## src/rtl/down_port_arbiter_if.sv

```systemverilog
// Request/pop handshake between the VC buffers, the NI and the downstream port arbiter.
// master = requester side (VC buffers / NI / credit return), slave = arbiter side.
interface down_port_arbiter_if;
  logic       vc0_valid;
  logic [1:0] vc0_type;
  logic       vc1_valid;
  logic [1:0] vc1_type;
  logic       ni_valid;
  logic [1:0] ni_type;
  logic       credit_in;
  logic       pop_vc0;
  logic       pop_vc1;
  logic       pop_ni;

  modport master (
    output vc0_valid, vc0_type, vc1_valid, vc1_type, ni_valid, ni_type, credit_in,
    input  pop_vc0, pop_vc1, pop_ni
  );

  modport slave (
    input  vc0_valid, vc0_type, vc1_valid, vc1_type, ni_valid, ni_type, credit_in,
    output pop_vc0, pop_vc1, pop_ni
  );
endinterface

```

## src/rtl/down_port_arbiter.sv

```systemverilog
// Round-robin, packet-atomic, credit-aware arbiter for the downstream output (VC0, VC1, NI).
// Optional starvation watchdog enabled by defining ARB_WATCHDOG_EN.
module down_port_arbiter #(
  parameter  int CREDITS    = 4,
  parameter  int STARVE_LIM = 64,
  localparam int CW         = $clog2(CREDITS + 1)
) (
  input  logic                clk,
  input  logic                rst,
  down_port_arbiter_if.slave  req,
  output logic                sel_src,
  output logic                sel_vc,
  output logic                out_valid,
  output logic                busy,
  output logic [CW-1:0]       credit_cnt,
  output logic                starve_err
);

  localparam logic [1:0]    FT_HEAD  = 2'b01;
  localparam logic [1:0]    FT_TAIL  = 2'b10;
  localparam logic [1:0]    SRC_NI   = 2'd2;
  localparam logic [CW-1:0] CRED_MAX = CW'(CREDITS);

  typedef enum logic {IDLE, LOCKED} state_t;

  state_t        state_reg, state_next;
  logic [1:0]    owner_reg, owner_next;
  logic [1:0]    rr_ptr_reg, rr_ptr_next;
  logic [CW-1:0] credit_cnt_reg, credit_next;
  logic          sel_src_reg, sel_vc_reg, out_valid_reg, busy_reg;

  // Index 3 is a permanently idle slot so 2-bit indices never fall off the end.
  logic [3:0]    req_valid;
  logic [1:0]    req_type [4];
  logic          win_found;
  logic [1:0]    win_idx, cand;
  logic          grant_valid;
  logic [1:0]    grant_idx;
  logic [2:0]    pop_vec;
  logic          has_credit;

  assign req_valid   = {1'b0, req.ni_valid, req.vc1_valid, req.vc0_valid};
  assign req_type[0] = req.vc0_type;
  assign req_type[1] = req.vc1_type;
  assign req_type[2] = req.ni_type;
  assign req_type[3] = 2'b00;
  assign has_credit  = (credit_cnt_reg != '0);

  function automatic logic [1:0] wrap3(input logic [2:0] v);
    logic [2:0] t;
    t = (v >= 3'd3) ? v - 3'd3 : v;
    return t[1:0];
  endfunction

  // Scan from the far end so the requester closest to rr_ptr wins.
  always_comb begin
    win_found = 1'b0;
    win_idx   = rr_ptr_reg;
    cand      = rr_ptr_reg;
    for (int k = 2; k >= 0; k--) begin
      cand = wrap3({1'b0, rr_ptr_reg} + 3'(k));
      if (req_valid[cand]) begin
        win_found = 1'b1;
        win_idx   = cand;
      end
    end
  end

  always_ff @(posedge clk or negedge rst) begin
    if (!rst) begin
      state_reg  <= IDLE;
      owner_reg  <= 2'd0;
      rr_ptr_reg <= 2'd0;
    end else begin
      state_reg  <= state_next;
      owner_reg  <= owner_next;
      rr_ptr_reg <= rr_ptr_next;
    end
  end

  always_comb begin
    state_next  = state_reg;
    owner_next  = owner_reg;
    rr_ptr_next = rr_ptr_reg;
    grant_valid = 1'b0;
    grant_idx   = win_idx;
    case (state_reg)
      IDLE: begin
        if (win_found && has_credit) begin
          grant_valid = 1'b1;
          // Anything but a head is forwarded as a complete one-flit packet.
          if (req_type[win_idx] == FT_HEAD) begin
            state_next = LOCKED;
            owner_next = win_idx;
          end else begin
            rr_ptr_next = wrap3({1'b0, win_idx} + 3'd1);
          end
        end
      end
      LOCKED: begin
        grant_idx = owner_reg;
        if (req_valid[owner_reg] && has_credit) begin
          grant_valid = 1'b1;
          if (req_type[owner_reg] == FT_TAIL) begin
            state_next  = IDLE;
            rr_ptr_next = wrap3({1'b0, owner_reg} + 3'd1);
          end
        end
      end
      default: state_next = IDLE;
    endcase
  end

  always_comb begin
    pop_vec = 3'b000;
    if (rst && grant_valid) begin
      pop_vec[grant_idx] = 1'b1;
    end
  end

  assign req.pop_vc0 = pop_vec[0];
  assign req.pop_vc1 = pop_vec[1];
  assign req.pop_ni  = pop_vec[2];

  always_comb begin
    credit_next = credit_cnt_reg;
    if (grant_valid && !req.credit_in) begin
      credit_next = credit_cnt_reg - 1'b1;
    end else if (!grant_valid && req.credit_in && credit_cnt_reg != CRED_MAX) begin
      credit_next = credit_cnt_reg + 1'b1;
    end
  end

  // Selects are registered to line up with the FIFO read data one cycle after the pop.
  always_ff @(posedge clk or negedge rst) begin
    if (!rst) begin
      credit_cnt_reg <= CRED_MAX;
      sel_src_reg    <= 1'b0;
      sel_vc_reg     <= 1'b0;
      out_valid_reg  <= 1'b0;
      busy_reg       <= 1'b0;
    end else begin
      credit_cnt_reg <= credit_next;
      out_valid_reg  <= grant_valid;
      busy_reg       <= (state_reg == LOCKED) || (state_next == LOCKED);
      if (grant_valid) begin
        sel_src_reg <= (grant_idx != SRC_NI);
        sel_vc_reg  <= (grant_idx == 2'd1);
      end
    end
  end

  assign credit_cnt = credit_cnt_reg;
  assign sel_src    = sel_src_reg;
  assign sel_vc     = sel_vc_reg;
  assign out_valid  = out_valid_reg;
  assign busy       = busy_reg;

`ifdef ARB_WATCHDOG_EN
  localparam int            WW     = $clog2(STARVE_LIM + 1);
  localparam logic [WW-1:0] WD_MAX = WW'(STARVE_LIM);

  logic [2:0] starve_hit;
  logic       starve_err_reg;

  for (genvar gi = 0; gi < 3; gi++) begin : g_wd
    logic [WW-1:0] wait_reg, wait_next;

    always_comb begin
      wait_next = '0;
      if (req_valid[gi] && !pop_vec[gi]) begin
        wait_next = (wait_reg == WD_MAX) ? wait_reg : wait_reg + 1'b1;
      end
    end

    always_ff @(posedge clk or negedge rst) begin
      if (!rst) begin
        wait_reg <= '0;
      end else begin
        wait_reg <= wait_next;
      end
    end

    assign starve_hit[gi] = (wait_next == WD_MAX);
  end

  always_ff @(posedge clk or negedge rst) begin
    if (!rst) begin
      starve_err_reg <= 1'b0;
    end else if (|starve_hit) begin
      starve_err_reg <= 1'b1;
    end
  end

  assign starve_err = starve_err_reg;
`else
  // Watchdog absent: flag tied low (STARVE_LIM referenced only to keep it live).
  assign starve_err = 1'b0 && (STARVE_LIM > 0);
`endif

endmodule

```

## src/flat_wrapper.sv

```systemverilog
// flat-port wrapper written by rule: the top's interface ports become plain ports
module down_port_arbiter_flat 
#(
  parameter  int CREDITS    = 4,
  parameter  int STARVE_LIM = 64,
  localparam int CW         = $clog2(CREDITS + 1)
)
  (clk, rst, sel_src, sel_vc, out_valid, busy, credit_cnt, starve_err, req_vc0_valid, req_vc0_type, req_vc1_valid, req_vc1_type, req_ni_valid, req_ni_type, req_credit_in, req_pop_vc0, req_pop_vc1, req_pop_ni);
  down_port_arbiter_if req_i ();
  input  logic clk;
  input  logic rst;
  output logic sel_src;
  output logic sel_vc;
  output logic out_valid;
  output logic busy;
  output logic [CW-1:0] credit_cnt;
  output logic starve_err;
  input wire logic [$bits(req_i.vc0_valid)-1:0] req_vc0_valid;
  input wire logic [$bits(req_i.vc0_type)-1:0] req_vc0_type;
  input wire logic [$bits(req_i.vc1_valid)-1:0] req_vc1_valid;
  input wire logic [$bits(req_i.vc1_type)-1:0] req_vc1_type;
  input wire logic [$bits(req_i.ni_valid)-1:0] req_ni_valid;
  input wire logic [$bits(req_i.ni_type)-1:0] req_ni_type;
  input wire logic [$bits(req_i.credit_in)-1:0] req_credit_in;
  output wire logic [$bits(req_i.pop_vc0)-1:0] req_pop_vc0;
  output wire logic [$bits(req_i.pop_vc1)-1:0] req_pop_vc1;
  output wire logic [$bits(req_i.pop_ni)-1:0] req_pop_ni;
  assign req_i.vc0_valid = req_vc0_valid;
  assign req_i.vc0_type = req_vc0_type;
  assign req_i.vc1_valid = req_vc1_valid;
  assign req_i.vc1_type = req_vc1_type;
  assign req_i.ni_valid = req_ni_valid;
  assign req_i.ni_type = req_ni_type;
  assign req_i.credit_in = req_credit_in;
  assign req_pop_vc0 = req_i.pop_vc0;
  assign req_pop_vc1 = req_i.pop_vc1;
  assign req_pop_ni = req_i.pop_ni;
  down_port_arbiter #(.CREDITS(CREDITS), .STARVE_LIM(STARVE_LIM)) u_core (.clk(clk), .rst(rst), .req(req_i), .sel_src(sel_src), .sel_vc(sel_vc), .out_valid(out_valid), .busy(busy), .credit_cnt(credit_cnt), .starve_err(starve_err));
endmodule
```

## config.mk

```make
export PLATFORM = sky130hd
export DESIGN_NAME = down_port_arbiter_flat
export DESIGN_NICKNAME = d
export VERILOG_FILES = /design/src/rtl/down_port_arbiter_if.sv /design/src/rtl/down_port_arbiter.sv /design/src/flat_wrapper.sv
export SDC_FILE = /design/constraint.sdc
export NUM_CORES = 1
export LEC_CHECK = 0
export BUFFER_PORTS_ARGS = -buffer_cell sky130_fd_sc_hd__buf_2
export CORE_MARGIN = 3
export CORE_UTILIZATION = 45
export DETAILED_ROUTE_END_ITERATION = 6
export GPL_TIMING_DRIVEN = 0
export PLACE_DENSITY = 0.67
export SYNTH_ARGS = -nofsm -noshare
export SYNTH_HDL_FRONTEND = slang
export SYNTH_SLANG_ARGS = --single-unit
```

## constraint.sdc

```tcl
create_clock -name clk -period 3.6 [get_ports clk]
set_input_delay 0.18 -clock clk [delete_from_list [all_inputs] [get_ports clk]]
set_output_delay 0.18 -clock clk [all_outputs]
set_load 0.02 [all_outputs]
```

==> results of run 1 <==
==> cell families after synthesis <==
group / share of synthesized area
mux: 0.1265
buf+inv: 0.06124
compound gates: 0.2259
fa+ha+maj: 0.06627
other cells: 0.003009
simple gates: 0.2611
flops: 0.2420
xor+xnor: 0.01406
==> power by group through the flow <==
stage	Sequential [uW]	Combinational, uW	Clock, uW
floorplan	326	890	0
CTS	295	1180	110
detailed placement	296	1170	0
global placement	290	1150	0
global route	310	1310	117
finish	295	1180	105
==> final timing paths <==
path,endpoint,slack [ns]
worst max-delay path,u_core.credit_cnt[2],0.25
worst min-delay path,u_core.out_valid,0.30
worst max register to register,u_core.credit_cnt[2],0.25
worst min register to register,u_core.sel_src,0.51
max in group asynchronous,u_core.credit_cnt[2],3.03
min in group clk,u_core.owner_reg[1],0.37
==> routing by layer <==
layer / GRT usage / up-vias / part of all wire
li1: - / 584 / -
met1: 0.2514 / 542 / 0.46
met2: 0.2839 / 34 / 0.48
met3: 0.02851 / 4 / 0.048
met4: 0.07767 / 0 / 0.011
met5: 0 / - / 0
==> metrics by stage <==
stage / setup slack (ns) / hold slack [ns]
6_report: 0.2477 / 0.3012
3_5_place_dp: 0.2655 / 0.07592
5_1_grt: 0.02246 / 0.3317
3_3_place_gp: 0.3452 / 0.06824
4_1_cts: 0.2434 / 0.3019
2_1_floorplan: 0.5485 / -0.1156
==> area by class of cell <==
cell class,count,area share
multi-input cells,116,0.6072
flip-flops and latches,12,0.2108
repair buffers,21,0.07699
plain buffers,6,0.02712
inverters,10,0.02625
well taps,30,0.02625
clock buffers,4,0.02537
==> cells in the final DEF (no fill, tap or decap), types with 5 or more instances in the layout <==
master / n
nand2_1: 8
buf_2: 21
nor3_1: 7
nor2b_1: 5
dfrtp_1: 11
a21oi_1: 8
mux2i_1: 9
nor2_1: 13
ha_1: 5
inv_1: 8
==> worst max-delay path: cells and delay by family (launching register included) <==
kind | cells | cell delay (ns)
AO/OA/AOI/OAI | 3 | 0.56
adder cells (fa/ha/maj) | 2 | 0.58
buffers and inverters | 2 | 0.25
flip-flops | 1 | 0.46
multiplexers | 3 | 0.68
AND/OR/NAND/NOR | 3 | 0.74
==> flow_summary.toml, run 1 <==
[outcome]
status = "finished clean"

[placement]
placed_cell_area_um2 = 1384
gp_congestion = 0.8778
portBuffers = 20
dp_cells = 194
dp_hpwl_um = 2233

[global_route]
antenna_found_initial = 0
grt.total_usage = 0.1824
grt_pass1_vias = 1089
grt_max_degree = 14
grt-ovfl-total = 0
grt_pass1_wl_um = 4850

[timing]
skew_ns = 0.006128
slew_headroom = 0.6012
period_share = 0.9312
tightest_slew_ns = 0.5936
drv_slew = 0
rsz0062_at_grt = "false"
max_freq_mhz = 298.3
hold_viol_final = 0
setup_violations = 0
period_needed_ns = 3.352
setup-tns-final_ns = 0

[detailed_routing]
first_iter_violations = 63
antenna_left = 0
dr_total_vias = 1164
drc = 0
firstDrtPassIters = 4
wl_um = 2785
avgRoutedWirePerCell_um = 13.99
vias_per_cell = 5.849

[yosys]
syn_inst = 144
synthTopCellsByArea = "dfrtp_1 (22%), mux2i_1 (7.2%), ha_1 (5.0%)"
syn-num-nets = 162
yosys.area.top_type = "dfrtp_1"
synth_ff_type = "dfrtp_1"
syn_area_um2 = 1246
synth_most_common_cell = "nor2_1"
synthDistinctLibCells = 52
synth.top_cells.by_count = "nor2_1 (13), dfrtp_1 (11), mux2i_1 (9)"
synth-edff-count = 0
yosysWarnings = 0
async_flop_share = 1.000
syn_area_per_cell_um2 = 8.654
synth-seq-area-share = 0.2420
yosys.area.top_type_share = 0.2209
synth.ff_latch_count = 12

[power]
swShare = 0.5120
ir_drop_mv = 0.6325
clockPowerShare = 0.067
p_int_uw = 769.5
power_density_nw_per_um2 = 1103
switching_power_uw = 807.5
finalPower_uw = 1577
sequentialPowerShare = 0.187
p_comb_frac = 0.747
p_leak_uw = 0.0006477

[clock_tree]
cts_buffers = 3
clkTransAtPathRegs_ns = 0.08
cts-root-buf = "clkbuf_4"
ctsResizeCount = 0
insertion_delay_ns = 0.27
cts_sinks = 12
cts_tree = "done"
cts-htree-levels = 1
postCtsHoldBufs = 1
cts_setup_buffers = 0
cts_buffer_depth = 2

[floorplan]
core_um2 = 2545
dieWidth_um = 58.63
dieArea_um2 = 3437
die_h_um = 58.63
row_count = 18
io_pins = 23
start_util = 0.4897

[final_layout]
finalNonFillerCells = 199
largest_register_ff_count = 3
num-fill-cells = 240
antennaDiodeCount = 0
nNetsFinal = 188
drive_above_1_share = 0.2249
fin_util = 0.5619
final_area_um2 = 1430
seq_area_um2 = 301.5
multiInputGateArea_um2 = 868.3
syn_to_final_growth_pct = 14.76

[setup_path]
path_cells = "inv_1, ha_1, buf_2, mux2i_1, o21ai_1, nor3_1, mux2_2, or3_1, fa_1, nand2b_1, mux2i_1, o32ai_1, a21o_1"
end_kind = "flop"
cp-start-kind = "flop"
crit_type = "reg2reg"
arrival_ns = 3.56
worst_path_max_delay_cell = "dfrtp_1"
worstSetupStartpoint = "u_core.rr_ptr_reg[1]"
rr_worst_depth = 13
reg2reg_from = "u_core.rr_ptr_reg[1]"
cp_max_fo = 8
crit_path_max_incr_delay_ns = 0.46
cp_data_required_time_ns = 3.81
crit_path_frequent_cell = "mux2i_1"

[job]
max_cap_viol_count = 0

[hold_path]
hold_path.class = "in2async"
No activity file was read; power rests on OpenSTA's default activity.
==> run 2: changes to the inputs <==
- MAX_ROUTING_LAYER: not set -> met4
==> run 2 against run 1 <==
Total power is 1.3% lower. Non-clock buffer count is the same. First-iteration DRC count fell by 14%. Combinational power barely moved. Fmax fell by 0.79%. Flip-flop and latch count stayed put. Worst hold slack better by 0.018 ns. Via count shrank 1.6%. Sequential share of layout area grew 0.15 points. Final cell count unchanged. Largest cell class unchanged. Largest power group unchanged.
==> flow_summary.toml, run 2 (synthesis gave the netlist of run 1 again) <==
[placement]
placed_cell_area_um2 = 1384
portBuffers = 20
gp_congestion = 0.8982
place_ws_ns = 0.2213
dp_hpwl_um = 2218

[timing]
max_freq_mhz = 296.0
rsz0062_at_grt = "false"
skew_ns = 0.001741
tightest_slew_ns = 0.6222
period_needed_ns = 3.379
period_share = 0.9386
setup_violations = 0
setup-tns-final_ns = 0
drv_slew = 0
setup_ws_ns = 0.2211
hold_viol_final = 0
slew_headroom = 0.5820

[clock_tree]
cts-root-buf = "clkbuf_4"
cts_buffer_depth = 2
cts-htree-levels = 1
insertion_delay_ns = 0.26
ctsResizeCount = 0
cts_setup_buffers = 0
cts_tree = "done"
cts_buffers = 3
postCtsHoldBufs = 1
clkTransAtPathRegs_ns = 0.07
cts_sinks = 12

[floorplan]
core_um2 = 2545
io_pins = 23
dieWidth_um = 58.63
die_h_um = 58.63
dieArea_um2 = 3437
row_count = 18
start_util = 0.4897

[setup_path]
end_kind = "flop"
cp-start-kind = "flop"
reg2reg_slack_ns = 0.22
cp_data_required_time_ns = 3.80
crit_type = "reg2reg"
cp_max_fo = 10
arrival_ns = 3.58

[detailed_routing]
antenna_left = 0
drc = 0
dr_total_vias = 1145
wl_um = 2761
vias_per_cell = 5.754
firstDrtPassIters = 4
first_iter_violations = 54
avgRoutedWirePerCell_um = 13.87

[global_route]
grt.total_usage = 0.1843
grt_pass1_vias = 1105
antenna_found_initial = 0
grt-ovfl-total = 0
grt_max_degree = 14
grt_pass1_wl_um = 4843

[final_layout]
largest_register_ff_count = 3
num-fill-cells = 239
nNetsFinal = 188
drive_above_1_share = 0.2189
syn_to_final_growth_pct = 13.96
final_area_um2 = 1420
antennaDiodeCount = 0
layout_common_cells = "buf_2 (21), nor2_1 (13), dfrtp_1 (11)"
final_common_cell = "buf_2"

[power]
ir_drop_mv = 0.6853
p_leak_uw = 0.0006417
power_density_nw_per_um2 = 1096

[hold_path]
hold_path.class = "in2async"

[job]
max_cap_viol_count = 0

[outcome]
status = "finished clean"
## run 2: cell types whose count changed in the layout (fill, tap and decap cells not counted)
cell | previous run | this run
clkbuf_1 | 2 | 3
clkbuf_8 | 1 | 0
## run 2: through the flow
step / power (uW) / util / std cells / hold slack, ns
2_1_floorplan: 1215 / - / 144 / -0.1156
3_3_place_gp: 1438 / 0.5438 / 194 / 0.06793
3_5_place_dp: 1473 / 0.5438 / 194 / 0.07540
4_1_cts: 1565 / 0.5580 / 199 / 0.3198
5_1_grt: 1713 / 0.5580 / 199 / 0.3418
6_report: 1556 / 0.5580 / 199 / 0.3193
## run 2: worst max-delay path, cell delays in order, from the launching register on
cell and delay (ns):
dfrtp_1 0.42, inv_1 0.11, ha_1 0.32, clkbuf_4 0.19, nor2_1 0.28, nor3_1 0.17, mux2_2 0.39, or3_1 0.39
fa_1 0.42, nand2b_1 0.20, mux2i_1 0.16, o32ai_1 0.10, a21o_1 0.16
## run 2: final timing paths
check,from,end,depth (start not counted)
max reg2reg,u_core.rr_ptr_reg[0],u_core.credit_cnt[2],12
min,rst,u_core.owner_reg[0],2
min in group clk,req_ni_type[1],u_core.owner_reg[1],4
min reg2reg,u_core.sel_src,u_core.sel_src,1
max in group asynchronous,rst,u_core.credit_cnt[2],2
max,u_core.rr_ptr_reg[0],u_core.credit_cnt[2],12
## run 2: where the power goes
group          internal (uW)  switching (uW)  total (uW)
Combinational            495             688        1180
Sequential               214            76.1         290
Clock                   42.8            40.3        83.1
Total                    752             804        1560
## run 2: area by class of cell
type	count	area, um^2	area share
inverter	10	37.54	0.02643
buffer	6	38.79	0.02731
tap	30	37.54	0.02643
multi-input combinational	116	868.3	0.6115
sequential	12	301.5	0.2123
clock buffer	4	26.28	0.01850
timing repair buffer	21	110.1	0.07753
## run 2: routing by layer
layer  GRT usage  share of wire  vias up
li1            -              -      574
met1      0.2483           0.47      547
met2      0.2903           0.49       22
met3     0.03070          0.035        2
met4     0.04531         0.0069        0
met5           -              0        -
==> run 3: changes to the inputs <==
- REMOVE_ABC_BUFFERS: not set -> 1
==> run 3 against run 2 <==
Sequential power up 4%. Global-route usage down 0.61 points. Non-clock buffer count down 5. Clock skew up 0.0015 ns. Fmax about the same. Die area unchanged. Combinational power about the same. Largest power group unchanged.
==> flow_summary.toml, run 3 (synthesis gave the netlist of run 1 again) <==
[job]
max_cap_viol_count = 0

[timing]
setup-tns-final_ns = 0
setup_ws_ns = 0.2225
drv_slew = 0
period_share = 0.9382
tightest_slew_ns = 0.6667
hold_ws_ns = 0.3057
slew_headroom = 0.5521
hold_viol_final = 0
skew_ns = 0.003246
period_needed_ns = 3.377
max_freq_mhz = 296.1
setup_violations = 0
rsz0062_at_grt = "false"

[clock_tree]
cts_buffers = 3
cts-root-buf = "clkbuf_4"
clkTransAtPathRegs_ns = 0.07
cts_buffer_depth = 2
insertion_delay_ns = 0.27
cts_setup_buffers = 0
cts_tree = "done"
cts-htree-levels = 1
cts_sinks = 12

[floorplan]
dieWidth_um = 58.63
die_h_um = 58.63
core_um2 = 2545
dieArea_um2 = 3437
io_pins = 23
row_count = 18
start_util = 0.4897

[global_route]
met3_usage = 0.006579
grt.busiest_layer = "met2"
grt_max_degree = 14
grt_pass1_wl_um = 4795
grt_pass1_vias = 1106
grtUsageMet2 = 0.2839
met1_usage = 0.2483
grt.total_usage = 0.1782
antenna_found_initial = 0
grt-ovfl-total = 0

[final_layout]
final_common_cell = "buf_2"
layout_common_cells = "buf_2 (21), nor2_1 (12), dfrtp_1 (11)"
final_area_um2 = 1399
syn_to_final_growth_pct = 12.25
drive_above_1_share = 0.2195
antennaDiodeCount = 0
num-fill-cells = 242
nNetsFinal = 183
largest_register_ff_count = 3

[setup_path]
r2r_end = "u_core.credit_cnt[2]"
crit_type = "reg2reg"
cp_data_required_time_ns = 3.80
worstSetupStartpoint = "u_core.rr_ptr_reg[0]"
end_kind = "flop"
cp-endpoint = "u_core.credit_cnt[2]"
cp-start-kind = "flop"
rr_worst_depth = 12
cp_max_fo = 11
reg2reg_slack_ns = 0.22
reg2reg_from = "u_core.rr_ptr_reg[0]"
path_cells = "inv_1, ha_1, nand3b_1, o211ai_1, nor3_1, mux2_2, or3_1, fa_1, nand2b_1, mux2i_1, o32ai_1, a21o_1"
worst_path_max_delay_cell = "ha_1"
crit_path_max_incr_delay_ns = 0.52
arrival_ns = 3.58

[detailed_routing]
first_iter_violations = 56
drc = 0
wl_um = 2761
vias_per_cell = 5.799
dr_total_vias = 1125
firstDrtPassIters = 4
antenna_left = 0
avgRoutedWirePerCell_um = 14.23

[outcome]
status = "finished clean"

[power]
p_leak_uw = 0.0006284
finalPower_uw = 1564
ir_drop_mv = 0.6830
power_density_nw_per_um2 = 1118

[placement]
dp_hpwl_um = 2251
gp_congestion = 0.8533
placed_cell_area_um2 = 1350
place_ws_ns = 0.2486
portBuffers = 21

[hold_path]
hold_path.class = "in2async"
[run 3: worst min path at each step]
stage / start / end / slack (ns)
final: rst / u_core.owner_reg[1] / 0.31
after global routing: rst / u_core.owner_reg[1] / 0.34
after CTS: rst / u_core.owner_reg[1] / 0.30
after detailed placement: rst / u_core.owner_reg[1] / 0.07
after global placement: rst / u_core.owner_reg[0] / 0.07
after floorplan: rst / u_core.busy / -0.12
[run 3: timing repair]
item | in CTS | in global routing
endpoints found under the hold margin | 11 | 0
setup endpoints to repair | 0 | 1
gates resized for setup | 0 | 1
hold buffers | 1 | 0
[run 3: routing by layer]
metal,vias up,share of wire
li1,566,-
met1,523,0.45
met2,34,0.49
met3,2,0.053
met4,0,0.0025
met5,-,0
[run 3: worst max-delay path: cells and delay by family, from the launching register on]
kind                     cells  cell delay, ns
AO/OA/AOI/OAI                3            0.39
adder cells (fa/ha/maj)      2            0.93
buffers and inverters        1            0.10
flip-flops                   1            0.42
multiplexers                 2            0.54
AND/OR/NAND/NOR              4            0.91
[run 3: layout make-up]
| type | instances | area, um^2 | area share |
|---|---|---|---|
| repair buffers | 22 | 115.1 | 0.08229 |
| inverters | 10 | 37.54 | 0.02683 |
| flip-flops and latches | 12 | 301.5 | 0.2156 |
| clock buffers | 4 | 36.28 | 0.02594 |
| multi-input cells | 116 | 870.8 | 0.6225 |
| well taps | 30 | 37.54 | 0.02683 |
[run 3: power breakdown]
part	switching [uW]	total [uW]	leakage [uW]	internal [uW]
Sequential	87.8	302	0.000138	215
Clock	41.4	103	0.0000210	61.4
Combinational	679	1160	0.000470	479
Total	808	1560	0.000628	755
[run 3: per-stage QoR]
step             util  cells
2_1_floorplan       -    138
3_5_place_dp   0.5305    189
3_3_place_gp   0.5305    189
4_1_cts        0.5487    194
5_1_grt        0.5497    194
6_report       0.5497    194
